$ cat src/rtl/mem_arbiter.sv
// Shares one single-ported memory between instruction fetch and data ports with round-robin tie-break.
// Latency 3 cycles best case; requesters are held off via cpu_stall, and a watchdog forces an error response.
module mem_arbiter #(
    parameter int ADDR_W  = 32,
    parameter int DATA_W  = 32,
    parameter int TIMEOUT = 255
) (
    input  logic              clk,
    input  logic              rst,
    input  logic              if_req,
    input  logic [ADDR_W-1:0] if_addr,
    output logic              if_valid,
    output logic [DATA_W-1:0] if_rdata,
    input  logic              d_req,
    input  logic              d_we,
    input  logic [ADDR_W-1:0] d_addr,
    input  logic [DATA_W-1:0] d_wdata,
    output logic              d_done,
    output logic [DATA_W-1:0] d_rdata,
    output logic              resp_err,
    output logic              mem_req,
    output logic              mem_we,
    output logic [ADDR_W-1:0] mem_addr,
    output logic [DATA_W-1:0] mem_wdata,
    input  logic              mem_ready,
    input  logic              mem_rvalid,
    input  logic [DATA_W-1:0] mem_rdata,
    output logic              cpu_stall
);
    localparam int CNT_W = $clog2(TIMEOUT + 1);

    typedef enum logic [1:0] {IDLE, ISSUE, WAIT, RESP} state_t;

    state_t            state_q;
    logic              owner_q;       // 1 = data port owns the transaction
    logic              last_grant_q;  // 1 = data port was served last
    logic [CNT_W-1:0]  cnt_q;
    logic              mem_req_q;
    logic              mem_we_q;
    logic [ADDR_W-1:0] mem_addr_q;
    logic [DATA_W-1:0] mem_wdata_q;
    logic              if_valid_q;
    logic              d_done_q;
    logic              resp_err_q;
    logic [DATA_W-1:0] if_rdata_q;
    logic [DATA_W-1:0] d_rdata_q;

    logic              grant_data_d;
    logic [ADDR_W-1:0] grant_addr_d;
    logic              active_d;
    logic              timeout_d;
    logic              rsp_d;
    logic [DATA_W-1:0] rsp_data_d;

    assign grant_data_d = d_req & (~if_req | ~last_grant_q);
    assign grant_addr_d = grant_data_d ? d_addr : if_addr;
    assign active_d     = (state_q == ISSUE) || (state_q == WAIT);
    assign timeout_d    = active_d && (cnt_q == CNT_W'(TIMEOUT));
    assign rsp_d        = timeout_d || ((state_q == WAIT) && mem_rvalid);
    // Stores and timeouts return zero data.
    assign rsp_data_d   = (timeout_d || mem_we_q) ? '0 : mem_rdata;

    always_ff @(posedge clk) begin
        if (rst) begin
            state_q      <= IDLE;
            owner_q      <= 1'b0;
            last_grant_q <= 1'b1;
            cnt_q        <= '0;
            mem_req_q    <= 1'b0;
            mem_we_q     <= 1'b0;
            mem_addr_q   <= '0;
            mem_wdata_q  <= '0;
            if_valid_q   <= 1'b0;
            d_done_q     <= 1'b0;
            resp_err_q   <= 1'b0;
            if_rdata_q   <= '0;
            d_rdata_q    <= '0;
        end else begin
            if_valid_q <= 1'b0;
            d_done_q   <= 1'b0;
            resp_err_q <= 1'b0;
            case (state_q)
                IDLE: begin
                    if (if_req || d_req) begin
                        owner_q     <= grant_data_d;
                        mem_we_q    <= grant_data_d & d_we;
                        mem_addr_q  <= grant_addr_d & ~ADDR_W'(3);
                        mem_wdata_q <= grant_data_d ? d_wdata : '0;
                        mem_req_q   <= 1'b1;
                        cnt_q       <= '0;
                        state_q     <= ISSUE;
                    end
                end
                ISSUE, WAIT: begin
                    if (rsp_d) begin
                        mem_req_q  <= 1'b0;
                        resp_err_q <= timeout_d;
                        state_q    <= RESP;
                        if (owner_q) begin
                            d_done_q  <= 1'b1;
                            d_rdata_q <= rsp_data_d;
                        end else begin
                            if_valid_q <= 1'b1;
                            if_rdata_q <= rsp_data_d;
                        end
                    end else begin
                        cnt_q <= cnt_q + CNT_W'(1);
                        if ((state_q == ISSUE) && mem_ready) begin
                            mem_req_q <= 1'b0;
                            state_q   <= WAIT;
                        end
                    end
                end
                RESP: begin
                    last_grant_q <= owner_q;
                    state_q      <= IDLE;
                end
                default: state_q <= IDLE;
            endcase
        end
    end

    assign if_valid  = if_valid_q;
    assign if_rdata  = if_rdata_q;
    assign d_done    = d_done_q;
    assign d_rdata   = d_rdata_q;
    assign resp_err  = resp_err_q;
    assign mem_req   = mem_req_q;
    assign mem_we    = mem_we_q;
    assign mem_addr  = mem_addr_q;
    assign mem_wdata = mem_wdata_q;
    assign cpu_stall = (if_req & ~if_valid_q) | (d_req & ~d_done_q);

endmodule

$ cat config.mk
export PLATFORM = sky130hd
export DESIGN_NAME = mem_arbiter
export DESIGN_NICKNAME = d
export VERILOG_FILES = /design/src/rtl/mem_arbiter.sv
export SDC_FILE = /design/constraint.sdc
export NUM_CORES = 1
export LEC_CHECK = 0
export CELL_PAD_IN_SITES_DETAIL_PLACEMENT = 0
export CELL_PAD_IN_SITES_GLOBAL_PLACEMENT = 1
export CORE_ASPECT_RATIO = 0.75
export CORE_MARGIN = 5
export CORE_UTILIZATION = 30
export CTS_BUF_LIST = sky130_fd_sc_hd__clkbuf_4
export CTS_CLUSTER_DIAMETER = 150
export DETAILED_ROUTE_END_ITERATION = 10
export HOLD_SLACK_MARGIN = 0.08
export MAX_ROUTING_LAYER = met4
export PLACE_DENSITY = 0.82
export SYNTH_ARGS = -nofsm -noshare
export SYNTH_HDL_FRONTEND = slang
export SYNTH_SLANG_ARGS = --single-unit
$ cat constraint.sdc
create_clock -name clk -period 2.2 [get_ports clk]
set_clock_uncertainty 0.05 [all_clocks]
set_input_delay 0.55 -clock clk [delete_from_list [all_inputs] [get_ports clk]]
set_output_delay 0.55 -clock clk [all_outputs]
set_load 0.02 [all_outputs]
==> metrics, run 1 <==
R2R Setup Slk=0.14 ns; Worst Tran Pin Value=0.784 ns; CP endpoint kind=output pin; clk slew on worst S/H paths=0.12 ns; vias in the first global route=5,331; Synth area leaders=dfxtp_1 (54%), a32o_1 (12%), mux2i_1 (6.0%); CP bufs+invs=1; IO Count=269; WHS Path Cells=1; Die Ht=125 um; Cell Area, Placed=8270 sq um; fillers=1,563; post-synth cell types=40; GP Congestion=0.785; share of cells above drive strength 1=0.0863; Clock Latency Late Sink=0.52 ns; largest fanout on the critical path=2; Final min period=2.10 ns; worst path required time=1.60 ns; GRT busiest layer=met2; Synth area leader=dfxtp_1; DRC=0; worst r2r path cells=6; Tcrit/Tclk final=0.955; fin area=8810 sq um; Top delay family on crit path=buffers and inverters; hold endpoint=d_rdata[31]; htree depth=4; Hold Fails Final Rpt=0; Cells after Synth=500; # port buffers=262; Final Hold Slack=0.424 ns; Startpoint Class=flop; total power=0.00761 W; Synth Cell Area=5300 sq um; routing usage on met2=0.287; worst rel slew slack=0.477; first-pass GRT wire length=27,300 um; placed cell count=975; Yosys reg bits=143; worst r2r dst=if_rdata[8]; final setup violation count=0; CTS root buf=clkbuf_4; Leakage=4.93 nW; Post-Layout Cell Count=1,008; grt total ovfl=0; met3 Resource Use GR=0.0516; Std-Cell Rows=42; sequential fraction of the synthesis area=0.540; WL per Instance=17.0 um; largest net degree at the start of global routing=74; FF-to-FF Start=cnt_q[0]; CTS buffer count=17; crit path max-delay cell type=clkdlybuf4s50_1; max_cap viols=0; Core ar.=17,500 sq um; Setup CP Type=reg -> out; pwr/cell area=864 nW/um^2; Hold Path Class=reg -> reg; status=complete, no violations; post-DP HPWL=12,400 um; Longest Clk Path Bufs=2; largest stage delay on the critical path=0.62 ns; Die Width=163 um; antenna violations before repair=1; die area=20,500 sq um; crit path DAT=1.50 ns; Total GRT Usage=0.171; WL final=17,100 um; Layout area overhead=66.2%; GR met1 Demand/Resource=0.191; CTS tree=yes; Sink Count=143; YS warnings=0; routed vias=4,978; worst hold start=d_rdata[31]; crit path cell chain=clkdlybuf4s50_1; Synth top area share=0.540; VDD IR max=0.399 mV; Final #Nets=892; DRT antenna net count=0; fmax=0.476 GHz; synthesized area per cell=10.6 sq um; Pre-Repair DR Iteration Count=4; Slew Limit Fails=0; post-DR vias/cell=4.94; Starting Density=0.303; DR iter-0 viols=354
## layer usage
layer | routed length, um | up-vias
li1 | - | 2411
met1 | 6760 | 2355
met2 | 8730 | 176
met3 | 1130 | 36
met4 | 510 | 0
met5 | 0 | -
## cells in the mapped netlist
| master | number |
|---|---|
| a211o_1 | 1 |
| a22oi_1 | 33 |
| o221a_2 | 1 |
| o21ai_0 | 2 |
| a32o_1 | 64 |
| a21oi_4 | 1 |
| o221ai_1 | 1 |
| dfxtp_1 | 143 |
| o32ai_1 | 1 |
| nor3b_2 | 3 |
| or2_2 | 1 |
| a21oi_1 | 7 |
| inv_1 | 12 |
| o31ai_1 | 1 |
| nand4_1 | 4 |
| nand2_1 | 5 |
| a211oi_2 | 1 |
| and3_1 | 4 |
| clkbuf_1 | 29 |
| conb_1 | 1 |
| nor2_1 | 69 |
| mux2i_1 | 32 |
| a211oi_1 | 31 |
| o211ai_1 | 1 |
| buf_4 | 2 |
| and2_1 | 2 |
| nand3_1 | 3 |
| o21a_1 | 2 |
| o21ai_1 | 2 |
| and4_1 | 1 |
| o22ai_1 | 1 |
| buf_2 | 18 |
| ha_1 | 5 |
| a31oi_1 | 6 |
| a311o_1 | 1 |
| nand2b_1 | 2 |
| nor3_1 | 2 |
| nor4_1 | 1 |
| a21o_1 | 2 |
| a21boi_1 | 2 |
## report_power, final
group	internal (W)	switching [W]
sequential	0.00294	0.000201
clock	0.000599	0.00105
combinational	0.00125	0.00157
total	0.00479	0.00282
## cell type report
type                            instances  area [sq um]  area share
Multi-Input combinational cell        297          2230       0.253
Antenna cell                            1          2.50    0.000284
Timing Repair Buffer                  281          3090       0.351
Inverter                               12          45.0     0.00511
Tap cell                              242           303      0.0344
Clock inverter                         15           150      0.0170
Clock buffer                           17           128      0.0145
Sequential cell                       143          2860       0.325
## placed cells by master, fill, tap and decap left out, drive strengths merged, types with 2 or more instances in the layout
| cell | Yosys | final |
|---|---|---|
| a32o | 64 | 64 |
| o21ai | 4 | 4 |
| ha | 5 | 5 |
| mux2i | 32 | 32 |
| nand3 | 3 | 3 |
| conb | 1 | 2 |
| and2 | 2 | 2 |
| o21a | 2 | 2 |
| a211oi | 32 | 32 |
| a21o | 2 | 2 |
| nand2 | 5 | 5 |
| clkdlybuf4s50 | 0 | 149 |
| a22oi | 33 | 33 |
| a31oi | 6 | 6 |
| dlymetal6s2s | 0 | 105 |
| nor3b | 3 | 3 |
| dlygate4sd2 | 0 | 6 |
| inv | 12 | 21 |
| and3 | 4 | 4 |
| nand2b | 2 | 2 |
| nor2 | 69 | 69 |
| dfxtp | 143 | 143 |
| clkinv | 0 | 2 |
| nand4 | 4 | 4 |
| clkinvlp | 0 | 3 |
| buf | 20 | 20 |
| a21oi | 8 | 8 |
| a21boi | 2 | 2 |
| nor3 | 2 | 2 |
| clkbuf | 29 | 18 |
## what timing repair did
| action | in CTS | in global routing |
|---|---|---|
| setup endpoints to repair | 7 | 170 |
| endpoints found under the hold margin | 0 | 0 |
| resized for setup | 7 | 109 |
| buffers inserted | 0 | 0 |
| hold buffers | 0 | 0 |
## per-stage QoR
stage	setup slack (ns)	util	setup TNS, ns
2_1_floorplan	0.302	-	0
3_3_place_gp	-0.274	0.473	-0.274
3_5_place_dp	-0.262	0.473	-0.552
4_1_cts	0.000751	0.488	0
5_1_grt	-0.00101	0.503	-0.00149
6_report	0.0989	0.503	0
## worst max-delay path by stage
stage,start,end,slack [ns],cells past startpoint
2_1_floorplan,state_q[0],d_rdata[10],0.30,7
3_3_place_gp,if_req,cpu_stall,-0.27,4
3_5_place_dp,if_req,cpu_stall,-0.26,4
4_1_cts,d_rdata[9],d_rdata[9],0.0008,1
5_1_grt,cnt_q[0],d_rdata[7],-0.001,6
6_report,mem_addr[25],mem_addr[25],0.1,1
## sequential cells by signal (all words and copies together) (netlist names)
signal        cells
cnt_q             8
state_q           2
d_rdata          32
resp_err          1
mem_wdata        32
mem_req           1
if_rdata         32
d_done            1
if_valid          1
mem_we            1
mem_addr         30
last_grant_q      1
owner_q           1
## logic make-up after synthesis
kind of cell             count (synthesis)  share of synthesized area
AO/OA/AOI/OAI                          161                      0.256
flip-flops                             143                      0.540
AND/OR/NAND/NOR                         97                     0.0824
buffers and inverters                   61                     0.0489
multiplexers                            32                     0.0604
adder cells (fa/ha/maj)                  5                     0.0118
other                                    1                   0.000707
Note: power is estimated with default switching activity, not from simulation.
==> run 2: changes to the inputs <==
--- a/config.mk
+++ b/config.mk
@@ -12,7 +12,9 @@
 export CORE_UTILIZATION = 30
 export CTS_BUF_LIST = sky130_fd_sc_hd__clkbuf_4
 export CTS_CLUSTER_DIAMETER = 150
+export CTS_CLUSTER_SIZE = 12
 export DETAILED_ROUTE_END_ITERATION = 10
+export GPL_ROUTABILITY_DRIVEN = 0
 export HOLD_SLACK_MARGIN = 0.08
 export MAX_ROUTING_LAYER = met4
 export PLACE_DENSITY = 0.82
==> results of run 2 <==
No change in the layout: final DEF, timing and power equal those of run 1.
==> run 3: changes to the inputs <==
--- a/config.mk
+++ b/config.mk
@@ -14,10 +14,11 @@
 export CTS_CLUSTER_DIAMETER = 150
 export CTS_CLUSTER_SIZE = 12
 export DETAILED_ROUTE_END_ITERATION = 10
-export GPL_ROUTABILITY_DRIVEN = 0
+export GPL_TIMING_DRIVEN = 0
 export HOLD_SLACK_MARGIN = 0.08
 export MAX_ROUTING_LAYER = met4
 export PLACE_DENSITY = 0.82
+export SETUP_SLACK_MARGIN = 0.2
 export SYNTH_ARGS = -nofsm -noshare
 export SYNTH_HDL_FRONTEND = slang
 export SYNTH_SLANG_ARGS = --single-unit
==> metrics, run 3 (same netlist as run 1, synthesis figures left out) <==
status=complete, no violations; FF+latch area=2870 sq um (+0.22%); CTS tree=yes; Total GRT Usage=0.177 (+0.00635); post-DR vias/cell=4.94 (about the same); max_cap viols=0 (unchanged); WHS Path Cells=1 (unchanged); # port buffers=262 (unchanged); worst hold start=if_rdata[26]; Longest Clk Path Bufs=2 (unchanged); IO Count=269 (unchanged); VDD IR max=0.506 mV (+27%); worst r2r dst=if_rdata[28]; fillers=1,646 (+5.3%); Hold Buf Count CTS=0 (unchanged); Leakage=3.83 nW (-22%); worst setup margin=0.259 ns (+0.160 ns); Final TNS setup=0 ns (unchanged); antenna violations before repair=1 (unchanged); Die Width=163 um (unchanged); hold endpoint=if_rdata[26]; Clock Latency Late Sink=0.54 ns (+0.02 ns); CTS buffer count=17 (unchanged); WL per Instance=17.5 um (+2.7%); CP endpoint kind=flop; RSZ-0062 raised after global routing=yes; Starting Density=0.303 (unchanged); Std-Cell Rows=42 (unchanged); fmax=0.515 GHz (+8.2%); largest net degree at the start of global routing=17 (-77%); switching pwr=0.00295 W (+4.6%); commonest non-fill, non-tap cells in the layout=dfxtp_1 (138), clkdlybuf4s50_1 (128), dlygate4sd2_1 (127); FF-to-FF Start=state_q[1]; final setup violation count=0 (unchanged); Hold Fails Final Rpt=0 (unchanged); combinational power share=0.366 (-0.004); grt total ovfl=0 (unchanged); sequential power share=0.396 (-0.017); Setup CP Type=reg -> reg; pwr/cell area=913 nW/um^2 (+5.6%); Slew Limit Fails=0 (unchanged); share of cells above drive strength 1=0.128 (+0.0420); htree depth=4 (unchanged); crit path DAT=2.37 ns (+0.87 ns); commonest non-fill, non-tap cell in the layout=dfxtp_1; Sink Count=143 (unchanged); switching share of power=0.372 (+0.00129); worst path required time=2.63 ns (+1.03 ns); Pre-Repair DR Iteration Count=5 (+1); Core ar.=17,500 sq um (unchanged); die area=20,500 sq um (unchanged); Startpoint Class=flop; footprint of the multi-input gates=2260 sq um (+1.5%); Final #Nets=938 (+5.2%); Die Ht=125 um (unchanged); WL final=18,400 um (+7.4%); post-DP HPWL=14,000 um (+12%); Worst Tran Pin Value=0.522 ns (-0.261 ns); first-pass GRT wire length=28,100 um (+2.8%); largest fanout on the critical path=10 (+8); GP Congestion=0.809; Final min period=1.94 ns (-0.160 ns); Int Pwr=0.00499 W (+4.1%); CTS root buf=clkbuf_4; DRC=0 (unchanged); Layout area overhead=64.1%; Tcrit/Tclk final=0.882 (-0.0727); clock power share=0.238 (+0.021); vias in the first global route=5,345 (+0.26%); dpl ws=-0.462 ns (-0.200 ns); routed vias=5,206 (+4.6%); worst r2r path cells=8 (+2); R2R Setup Slk=0.26 ns (+0.12 ns); worst rel slew slack=0.649 (+0.172); Hold Path Class=reg -> reg; clk slew on worst S/H paths=0.13 ns (about the same); DRT antenna net count=0 (unchanged); DR iter-0 viols=297 (-16%)
## run 3: cell count changes in the layout (fill, tap and decap cells not counted), moves of 5 or more
cell             before  now
buf_12                6    1
buf_2                 1    8
buf_4                11   18
buf_6                 2   10
clkbuf_1              0   13
clkbuf_2              1   15
clkdlybuf4s50_1     149  128
dfxtp_1             143  138
dfxtp_2               0    5
dlygate4sd2_1         6  127
dlymetal6s2s_1      105    2
## run 3: layer usage
metal,GRT usage,share of wire
met1,0.209,0.42
met5,-,0
met3,0.0589,0.064
met2,0.284,0.49
met4,0.0587,0.022
## run 3: worst max-delay path by stage
stage                     startpoint            end  slack (ns)  depth (start not counted)
after floorplan           state_q[0]    d_rdata[10]        0.30                          7
after global placement           rst  mem_wdata[15]       -0.46                          5
after detailed placement         rst  mem_wdata[21]       -0.46                          5
after CTS                     if_req      cpu_stall        0.07                          4
after global routing      state_q[0]     d_rdata[5]        0.19                          8
final                     state_q[1]   if_rdata[28]        0.26                          8
## run 3: stage by stage
step,total power (W),cells,hold slack [ns],util,area [sq um]
after CTS,0.00788,1044,0.428,0.490,8570
after global routing,0.00841,1054,0.443,0.497,8700
after global placement,0.00593,1005,0.400,0.470,8230
after detailed placement,0.00601,1005,0.403,0.470,8230
after floorplan,0.00470,501,0.392,-,5310
final,0.00794,1054,0.425,0.497,8700
## run 3: power by group through the flow
stage | clock network (W) | logic [W] | registers (W)
floorplan | 0 | 0.00113 | 0.00357
global placement | 0 | 0.00274 | 0.00319
detailed placement | 0 | 0.00280 | 0.00321
CTS | 0.00195 | 0.00279 | 0.00314
global route | 0.00209 | 0.00313 | 0.00319
finish | 0.00189 | 0.00290 | 0.00314
## run 3: repair_timing
item                       in CTS  in global routing
cloned                          0                  2
setup endpoints to repair     239                122
gates resized for setup       176                 32
buffers inserted                7                  7
pin swaps                       1                  2
## run 3: critical path, stage by stage, from the launching register on
cell	delay, ns
dfxtp_2	0.38
inv_1	0.09
ha_4	0.31
nand2b_2	0.15
a21oi_4	0.18
nor3b_4	0.20
buf_4	0.19
buf_6	0.16
a32o_1	0.17
## run 3: cell type report
| cell class | instances | share of cell area |
|---|---|---|
| Inverter | 12 | 0.00518 |
| Clock inverter | 15 | 0.0224 |
| Multi-Input combinational cell | 297 | 0.260 |
| Tap cell | 242 | 0.0348 |
| Sequential cell | 143 | 0.330 |
| Clock buffer | 17 | 0.0147 |
| Timing Repair Buffer | 278 | 0.298 |
| Buffer | 49 | 0.0349 |
| Antenna cell | 1 | 0.000288 |
